## config.mk

```make
export PLATFORM = sky130hd
export DESIGN_NAME = nanosoc_imem_loader
export DESIGN_NICKNAME = d
export VERILOG_FILES = /design/src/rtl/nanosoc_ahb_pkg.sv /design/src/rtl/nanosoc_imem_loader.sv
export SDC_FILE = /design/constraint.sdc
export NUM_CORES = 1
export LEC_CHECK = 0
export ABC_AREA = 1
export CAP_MARGIN = 20
export CORE_ASPECT_RATIO = 0.5
export CORE_MARGIN = 1
export CORE_UTILIZATION = 40
export DETAILED_ROUTE_END_ITERATION = 8
export MAX_ROUTING_LAYER = met4
export PLACE_DENSITY = 0.66
export SETUP_SLACK_MARGIN = 0.5
export SLEW_MARGIN = 25
export SYNTH_ARGS = -nofsm -noshare
export SYNTH_HDL_FRONTEND = slang
export SYNTH_SLANG_ARGS = --single-unit
```

## constraint.sdc

```tcl
create_clock -name HCLK -period 3.3 [get_ports HCLK]
set_input_delay 0.66 -clock HCLK [delete_from_list [all_inputs] [get_ports HCLK]]
set_output_delay 0.66 -clock HCLK [all_outputs]
set_load 0.02 [all_outputs]
```

## src/rtl/nanosoc_ahb_pkg.sv

```systemverilog
// AHB-Lite encodings shared by nanosoc bus managers, plus the IMEM loader state type.
package nanosoc_ahb_pkg;

    localparam logic [1:0] HTRANS_IDLE   = 2'b00;
    localparam logic [1:0] HTRANS_NONSEQ = 2'b10;
    localparam logic [2:0] HSIZE_WORD    = 3'b010;
    localparam logic [2:0] HBURST_SINGLE = 3'b000;

    typedef enum logic [2:0] {
        LD_IDLE,
        LD_RUN,
        LD_DRAIN,
        LD_DONE,
        LD_ABORT
    } loader_state_e;

    function automatic logic is_nonseq(input logic [1:0] trans);
        return trans == HTRANS_NONSEQ;
    endfunction

endpackage

```

## src/rtl/nanosoc_imem_loader.sv

```systemverilog
// AHB-Lite write-only manager that streams words to consecutive word addresses,
// used to preload instruction memory before the CPU is released.
module nanosoc_imem_loader
    import nanosoc_ahb_pkg::*;
#(
    parameter int         SYS_ADDR_W = 32,
    parameter int         SYS_DATA_W = 32,
    parameter int         CNT_W      = 16,
    parameter logic [3:0] HPROT_VAL  = 4'b0011
) (
    input  logic                  HCLK,
    input  logic                  HRESET,
    input  logic                  start,
    input  logic [SYS_ADDR_W-1:0] base_addr,
    input  logic [CNT_W-1:0]      word_count,
    input  logic                  in_valid,
    input  logic [SYS_DATA_W-1:0] in_data,
    output logic                  in_ready,
    output logic                  busy,
    output logic                  done,
    output logic                  err,
    output logic [CNT_W-1:0]      words_done,
    output logic [SYS_ADDR_W-1:0] HADDR,
    output logic [1:0]            HTRANS,
    output logic [2:0]            HSIZE,
    output logic [2:0]            HBURST,
    output logic [3:0]            HPROT,
    output logic                  HWRITE,
    output logic                  HMASTLOCK,
    output logic [SYS_DATA_W-1:0] HWDATA,
    input  logic                  HREADY,
    input  logic                  HRESP
);

    loader_state_e         state_q, state_d;
    logic [1:0]            htrans_q, htrans_d;
    logic [SYS_ADDR_W-1:0] haddr_q, haddr_d;
    logic [SYS_ADDR_W-1:0] next_addr_q, next_addr_d;
    logic [SYS_DATA_W-1:0] hwdata_q, hwdata_d;
    logic [SYS_DATA_W-1:0] ap_data_q, ap_data_d;
    logic [CNT_W-1:0]      remaining_q, remaining_d;
    logic [CNT_W-1:0]      words_done_q, words_done_d;
    logic                  err_q, err_d;
    logic                  dphase_q, dphase_d;
    logic                  accept;

    always_comb begin
        state_d      = state_q;
        htrans_d     = htrans_q;
        haddr_d      = haddr_q;
        next_addr_d  = next_addr_q;
        hwdata_d     = hwdata_q;
        ap_data_d    = ap_data_q;
        remaining_d  = remaining_q;
        words_done_d = words_done_q;
        err_d        = err_q;
        dphase_d     = dphase_q;
        in_ready     = 1'b0;
        accept       = 1'b0;

        // dphase_q marks a write data phase in flight; it retires on HREADY, counted only if OKAY.
        if (HREADY && dphase_q && !HRESP) begin
            words_done_d = words_done_q + CNT_W'(1);
        end

        case (state_q)
            LD_IDLE: begin
                if (start) begin
                    err_d = 1'b0;
                    if (word_count == '0) begin
                        state_d = LD_DONE;
                    end else begin
                        state_d      = LD_RUN;
                        next_addr_d  = base_addr & ~SYS_ADDR_W'(3);
                        remaining_d  = word_count;
                        words_done_d = '0;
                    end
                end
            end

            LD_RUN, LD_DRAIN: begin
                in_ready = (state_q == LD_RUN) && HREADY && !HRESP && (remaining_q != '0);
                accept   = in_valid && in_ready;
                if (HRESP && !HREADY) begin
                    // First ERROR cycle: retract the pending address phase, its word is dropped.
                    state_d  = LD_ABORT;
                    htrans_d = HTRANS_IDLE;
                    err_d    = 1'b1;
                end else begin
                    if (HREADY) begin
                        dphase_d = is_nonseq(htrans_q);
                        if (is_nonseq(htrans_q)) begin
                            hwdata_d = ap_data_q;
                        end
                        htrans_d = HTRANS_IDLE;
                        if (accept) begin
                            htrans_d    = HTRANS_NONSEQ;
                            haddr_d     = next_addr_q;
                            ap_data_d   = in_data;
                            next_addr_d = next_addr_q + SYS_ADDR_W'(4);
                            remaining_d = remaining_q - CNT_W'(1);
                        end
                    end
                    if (state_q == LD_RUN) begin
                        if (remaining_d == '0) begin
                            state_d = LD_DRAIN;
                        end
                    end else if (!is_nonseq(htrans_q) && (!dphase_q || HREADY)) begin
                        state_d = LD_DONE;
                    end
                end
            end

            LD_ABORT: begin
                if (HREADY) begin
                    dphase_d = 1'b0;
                end
                if (HRESP && HREADY) begin
                    state_d = LD_DONE;
                end
            end

            LD_DONE: begin
                dphase_d = 1'b0;
                state_d  = LD_IDLE;
            end

            default: begin
                state_d = LD_IDLE;
            end
        endcase
    end

    always_ff @(posedge HCLK) begin
        if (HRESET) begin
            state_q      <= LD_IDLE;
            htrans_q     <= HTRANS_IDLE;
            haddr_q      <= '0;
            next_addr_q  <= '0;
            hwdata_q     <= '0;
            ap_data_q    <= '0;
            remaining_q  <= '0;
            words_done_q <= '0;
            err_q        <= 1'b0;
            dphase_q     <= 1'b0;
        end else begin
            state_q      <= state_d;
            htrans_q     <= htrans_d;
            haddr_q      <= haddr_d;
            next_addr_q  <= next_addr_d;
            hwdata_q     <= hwdata_d;
            ap_data_q    <= ap_data_d;
            remaining_q  <= remaining_d;
            words_done_q <= words_done_d;
            err_q        <= err_d;
            dphase_q     <= dphase_d;
        end
    end

    assign busy       = (state_q == LD_RUN) || (state_q == LD_DRAIN) || (state_q == LD_ABORT);
    assign done       = (state_q == LD_DONE);
    assign err        = err_q;
    assign words_done = words_done_q;
    assign HADDR      = haddr_q;
    assign HTRANS     = htrans_q;
    assign HWDATA     = hwdata_q;
    assign HSIZE      = HSIZE_WORD;
    assign HBURST     = HBURST_SINGLE;
    assign HPROT      = HPROT_VAL;
    assign HWRITE     = 1'b1;
    assign HMASTLOCK  = 1'b0;

endmodule

```

==> flow_metrics.env, run 1 <==
export IMPL_p_leak_uw=0.00383
export IMPL_rsz0062_at_grt="false"
export IMPL_viasPerCell=5.14
export IMPL_end_kind="output pin"
export IMPL_met3_wirelength_um=973
export IMPL_fmax_mhz=379
export IMPL_wl_met2_um=10300
export IMPL_wl_met1_um=10800
export IMPL_hold_viol=0
export IMPL_rows=35
export IMPL_fin_skew_ns=0.0102
export IMPL_maxSlewViolCount=0
export IMPL_die_y_um=101
export IMPL_place_hpwl_um=15600
export IMPL_core_sq_mm=0.0188
export IMPL_final_nets=1373
export IMPL_die_w_um=201
export IMPL_totalWireLength_um=22400
export IMPL_cp_required_ns=2.64
export IMPL_outcome="completed"
export IMPL_netlist_instances=1147
export IMPL_cts_tree="done"
export IMPL_insertion_delay_ns=0.43
export IMPL_switching_power_uw=3240
export IMPL_avgSynthCellArea_sq_um=6.87
export IMPL_drive_gt1_share_pct=6.25
export IMPL_p_int_uw=4530
export IMPL_syn2layout_area_growth_pct=30.3
export IMPL_start_util_pct=41.9
export IMPL_synth_cell_types=38
export IMPL_synth_async_sr_flop_share_pct=0
export IMPL_power_share_combinational_pct=38.4
export IMPL_path_class="primary input to output pin"
export IMPL_clockPowerShare_pct=26.8
export IMPL_drc=0
export IMPL_relSlewSlack_pct=31.8
export IMPL_fillers=1817
export IMPL_worst_pin_slew_ns=1.02
export IMPL_dr_pass1_iters=5
export IMPL_slowest_stage="clkdlybuf4s50_1"
export IMPL_clockBufferDepth=2
export IMPL_gr_total_overflow=0
export IMPL_min_path_type="flop to flop"
export IMPL_synth_main_ff_cell="dfxtp_1"
export IMPL_period_needed_ns=2.64
export IMPL_wl_per_cell_um=14.4
export IMPL_synth_edf_count=0
export IMPL_design_power_total_uw=7770
export IMPL_antennaDiodeCount=0
export IMPL_tns_ns=0
export IMPL_grt_pass1_wl_um=36600
export IMPL_seq_area_frac_synth_pct=41.1
export IMPL_max_cap_violations=0
export IMPL_place_gp_congestion=0.923
export IMPL_p_seq_share_pct=34.8
export IMPL_port_buffer_count=166
export IMPL_post_route_period_util_pct=80.0
export IMPL_setup_viol=0
export IMPL_crit_chain="clkdlybuf4s50_1, inv_2, nor2_2, nand4_1, a21oi_1, clkbuf_2"
export IMPL_track_usage_pct=22.9
export IMPL_clock_sinks=162
export IMPL_ctsHoldBuffers=0
export IMPL_switching_share_pct=41.7
export IMPL_synthesis_area_sq_mm=0.00789
export IMPL_drt_iter0_drc=510
export IMPL_antenna_found_initial=0
export IMPL_grt_pass1_vias=7324
export IMPL_cts_max_level=4
export IMPL_cp_max_fo=5
export IMPL_path_clk_slew_ns=0.06
export IMPL_power_density_mw_per_mm2=756
export IMPL_drtAntennaViolNets=0
export IMPL_ios=184
export IMPL_highest_layer="met4"
export IMPL_clockRootBuffer="clkbuf_16"
export IMPL_synth_seq_cells=162
export IMPL_vias=7987
export IMPL_start_kind="primary input"
export IMPL_cp_arrival_ns=1.98
export IMPL_grt_max_degree=99
export IMPL_ir_drop_uv=410
export IMPL_dieArea_sq_mm=0.0203
export IMPL_crit_path_max_incr_delay_ns=0.55
export IMPL_ys_warn_count=0
export IMPL_numCtsBuffers=17
==> placed cells by master (no fill, tap or decap), types with 6 or more instances in the layout <==
master and count:
buf_4 16, xnor2_1 11, nor2_2 9, a31oi_1 6
nor2_1 109, nand4_1 16, nand3_1 49, nor3_1 19
a21oi_1 166, nand2_1 327, xor2_1 28, dfxtp_1 162
inv_2 6, clkbuf_16 17, inv_1 53, conb_1 15
nand3b_1 7, o21ai_0 63, clkdlybuf4s50_1 164
==> critical path, delay by kind of cell <==
family | cells | cell delay, ns
AO/OA/AOI/OAI | 1 | 0.24
buffers and inverters | 3 | 0.85
AND/OR/NAND/NOR | 2 | 0.22
==> registers in the layout, indices dropped and copies added (netlist names) <==
register / flops
HADDR: 30
HTRANS: 1
HWDATA: 32
ap_data_q: 32
dphase_q: 1
err: 1
next_addr_q: 30
remaining_q: 16
state_q: 3
words_done: 16
==> routing by layer <==
layer	vias up	track usage (%)
li1	3996	-
met1	3707	29.6
met4	0	7.46
met2	246	36.7
met5	-	-
met3	38	3.64
==> power by group through the flow <==
stage          combinational [uW]  clock (uW)  sequential, uW
2_1_floorplan                2200           0            2630
3_3_place_gp                 2890           0            2710
3_5_place_dp                 2940           0            2720
4_1_cts                      2960        2120            2680
5_1_grt                      3370        2220            2740
6_report                     2980        2080            2700
==> synthesized netlist by cell type (2+ instances only) <==
cell	number	area share, %
a21oi_1	166	11
xnor2_1	11	1.2
nor3_1	19	1.2
o21ai_0	63	4.0
inv_1	54	2.6
clkbuf_1	50	2.4
buf_2	6	0.38
o21ai_1	3	0.19
ha_1	4	0.63
inv_2	6	0.29
nand4_1	16	1.3
a31oi_1	6	0.48
nor4_1	5	0.40
nor2_1	111	5.3
nor2_4	3	0.43
buf_4	17	1.6
nand2_2	5	0.40
nand2_1	327	16
dfxtp_1	162	41
nand3_1	49	3.1
xor2_1	28	3.1
conb_1	2	0.095
nand3b_1	7	0.67
buf_6	4	0.57
nor2_2	8	0.63
o211ai_1	3	0.29
==> final cells by class <==
cell class | instances | area [sq um] | share of cell area [%]
Multi-Input combinational cell | 859 | 4080 | 39.7
Clock inverter | 13 | 175 | 1.71
Tap cell | 259 | 324 | 3.15
Timing Repair Buffer | 182 | 1770 | 17.2
Clock buffer | 19 | 443 | 4.31
Inverter | 61 | 234 | 2.28
Sequential cell | 162 | 3240 | 31.6
==> worst paths after layout <==
kind,start,endpoint,slack (ns),cells past startpoint
worst min register to register,HWDATA[29],HWDATA[29],0.46,2
worst min-delay path,HWDATA[29],HWDATA[29],0.46,2
worst max register to register,state_q[1],next_addr_q[9],0.80,11
worst max-delay path,HREADY,in_ready,0.66,6
==> kinds of logic (layout without fill, tap and decap cells) <==
| kind of cell | count (synthesis) | count (layout) | synth area share, % |
|---|---|---|---|
| AND/OR/NAND/NOR | 557 | 557 | 30.1 |
| flip-flops | 162 | 162 | 41.1 |
| AO/OA/AOI/OAI | 244 | 244 | 15.8 |
| buffers and inverters | 139 | 275 | 7.92 |
| adder cells (fa/ha/maj) | 4 | 4 | 0.635 |
| other | 2 | 15 | 0.0952 |
| XOR/XNOR | 39 | 39 | 4.33 |
==> stage by stage <==
step	instances	cell area (sq um)	util (%)	setup slack (ns)	hold slack, ns
finish	1555	10300	54.6	0.661	0.460
global route	1555	10300	54.6	0.510	0.481
CTS	1555	10300	54.6	0.516	0.464
detailed placement	1523	9650	51.3	0.205	0.454
global placement	1523	9650	51.3	0.208	0.449
floorplan	1160	7930	-	1.28	0.444
==> repair_timing <==
action,CTS,global route
buffers inserted,0,0
resized for setup,2,3
endpoints found under the setup margin,1,6
Note: power is estimated with default switching activity, not from simulation.
==> run 2, diff against run 1 <==
- PLACE_DENSITY: 0.66 -> 0.69
- clock period: 3.3 -> 2.4 ns (I/O delays scaled with it)
==> run 2 against run 1 <==
  * Clock skew is 0.00083 ns higher
  * Via count increased by 6.3%
  * Final area rose by 16%
  * Sequential cell count stayed put
  * Critical path depth grew 1
  * Worst setup slack got worse by 0.34 ns
  * Largest power group unchanged
  * Clock-buffer cell count grew 1
  * Clock power increased by 31%
  * Cell count grew 7.0%
  * Global-route usage up 1.9 points
  * Sequential power rose by 44%
==> flow_metrics.env, run 2 (same netlist as run 1, synthesis figures left out) <==
export IMPL_insertion_delay_ns=0.43
export IMPL_final_setup_worst_slack_ns=0.318
export IMPL_path_class="flop to output pin"
export IMPL_wl_per_cell_um=15.3
export IMPL_gr_total_overflow=0
export IMPL_hp_start="HWDATA[16]"
export IMPL_clock_sinks=162
export IMPL_end_kind="output pin"
export IMPL_grt_pass1_vias=7972
export IMPL_cp_arrival_ns=1.60
export IMPL_fmax_mhz=480
export IMPL_setup_viol=0
export IMPL_vias=8488
export IMPL_highest_layer="met4"
export IMPL_place_gp_congestion=0.927
export IMPL_numCtsBuffers=17
export IMPL_power_density_mw_per_mm2=1100
export IMPL_multi_input_area_sq_mm=0.00449
export IMPL_syn2layout_area_growth_pct=50.8
export IMPL_outcome="completed"
export IMPL_design_power_total_uw=13100
export IMPL_worst_pin_slew_ns=0.671
export IMPL_cts_tree="done"
export IMPL_slowest_stage="dfxtp_4"
export IMPL_rows=35
export IMPL_place_hpwl_um=16000
export IMPL_regToRegStartpoint="remaining_q[1]"
export IMPL_path_clk_slew_ns=0.07
export IMPL_die_w_um=201
export IMPL_crit_chain="inv_4, ha_4, nand2_2, nor2_4, buf_4, a21oi_2, buf_4"
export IMPL_layout_commonest_cell="nand2_1"
export IMPL_ios=184
export IMPL_fin_skew_ns=0.0110
export IMPL_dieArea_sq_mm=0.0203
export IMPL_fillers=1626
export IMPL_clockBufferDepth=2
export IMPL_drtAntennaViolNets=0
export IMPL_max_cap_violations=0
export IMPL_final_cell_mix="308 x nand2_1, 155 x a21oi_1, 137 x dfxtp_1"
export IMPL_post_route_period_util_pct=86.8
export IMPL_cp_required_ns=1.92
export IMPL_maxSlewViolCount=0
export IMPL_core_sq_mm=0.0188
export IMPL_met3_wirelength_um=1210
export IMPL_die_y_um=101
export IMPL_final_cells=1664
export IMPL_fin_hold_ws_ns=0.461
export IMPL_wl_met1_um=11900
export IMPL_port_buffer_count=166
export IMPL_wl_met2_um=11900
export IMPL_grt_pass1_wl_um=39300
export IMPL_final_nets=1482
export IMPL_track_usage_pct=24.7
export IMPL_viasPerCell=5.10
export IMPL_antennaDiodeCount=0
export IMPL_p_leak_uw=0.00493
export IMPL_clockRootBuffer="clkbuf_16"
export IMPL_pre_cts_ws_ns=-0.225
export IMPL_period_needed_ns=2.08
export IMPL_start_util_pct=41.9
export IMPL_path_common_cell="buf_4"
export IMPL_cts_max_level=4
export IMPL_seqCellArea_sq_mm=0.00330
export IMPL_cp_num_buf_inv=3
export IMPL_min_path_type="flop to flop"
export IMPL_rsz0062_at_grt="true"
export IMPL_hold_viol=0
export IMPL_totalWireLength_um=25500
export IMPL_critPathLaunch="remaining_q[1]"
export IMPL_ir_drop_uv=656
export IMPL_critPathTopFamily="flip-flops"
export IMPL_drt_iter0_drc=473
export IMPL_drive_gt1_share_pct=21.1
export IMPL_antenna_found_initial=0
export IMPL_relSlewSlack_pct=55.2
export IMPL_cp_max_fo=3
export IMPL_grt_max_degree=99
export IMPL_post_place_cells=1569
export IMPL_start_kind="flop"
export IMPL_crit_path_max_incr_delay_ns=0.38
export IMPL_dr_pass1_iters=5
export IMPL_drc=0
-- run 2: cell count changes in the layout (fill, tap and decap cells not counted), moves of 12 or more --
cell / previous run / this run
nor2_1: 109 / 86
dlygate4sd2_1: 0 / 24
buf_4: 16 / 88
dfxtp_1: 162 / 137
clkdlybuf4s50_1: 164 / 123
o21ai_0: 63 / 51
dfxtp_2: 0 / 16
buf_6: 0 / 13
dlymetal6s2s_1: 0 / 13
nor2_4: 4 / 17
nand2_1: 327 / 308
nand2_2: 5 / 18
buf_12: 0 / 14
-- run 2: metrics by stage --
step / utilization [%] / TNS (ns) / area (sq um)
final: 63.1 / 0 / 11900
after global routing: 63.1 / 0 / 11900
after CTS: 60.1 / 0 / 11300
after detailed placement: 53.6 / -3.18 / 10100
after global placement: 53.6 / -1.90 / 10100
after floorplan: - / 0 / 7930
-- run 2: layout make-up --
cell class	count	share of cell area [%]
Clock buffer	20	3.84
Clock inverter	12	1.04
Inverter	61	2.02
Multi-Input combinational cell	861	37.7
Sequential cell	162	27.7
Tap cell	259	2.73
Timing Repair Buffer	289	24.9
-- run 2: what timing repair did --
action,4_1_cts,5_1_grt
gates cloned,6,6
resized for setup,127,112
pin swaps,33,32
setup buffers,33,18
endpoints found under the setup margin,83,119
hold buffers,0,0
-- run 2: worst paths after layout --
| check | slack, ns | end | cells past startpoint |
|---|---|---|---|
| max | 0.32 | in_ready | 7 |
| min | 0.46 | HWDATA[16] | 2 |
| max reg2reg | 0.36 | state_q[1] | 17 |
| min reg2reg | 0.46 | HWDATA[16] | 2 |
-- run 2: worst register-to-register path, stage by stage (launching register included) --
cell     delay [ns]
dfxtp_4        0.38
inv_4          0.05
ha_4           0.15
nand2_2        0.08
nor2_4         0.05
nand2_4        0.10
buf_6          0.11
nand3_4        0.13
nand2_1        0.11
nand2_1        0.08
nor2_1         0.12
nand2_1        0.10
nor2_2         0.12
nand2_1        0.08
nand2_2        0.09
nand3_2        0.07
nand2_1        0.08
nor2_1         0.04
-- run 2: power breakdown --
group / internal (uW) / leakage (uW) / total (uW) / switching, uW
clock: 1510 / 0.000277 / 2720 / 1210
sequential: 3220 / 0.00133 / 3900 / 673
combinational: 2900 / 0.00332 / 6460 / 3550
-- run 2: per-layer routing --
metal / GRT usage [%] / vias up
li1: - / 4230
met1: 31.4 / 3950
met2: 40.5 / 265
met3: 3.67 / 43
met4: 8.81 / 0
met5: - / -
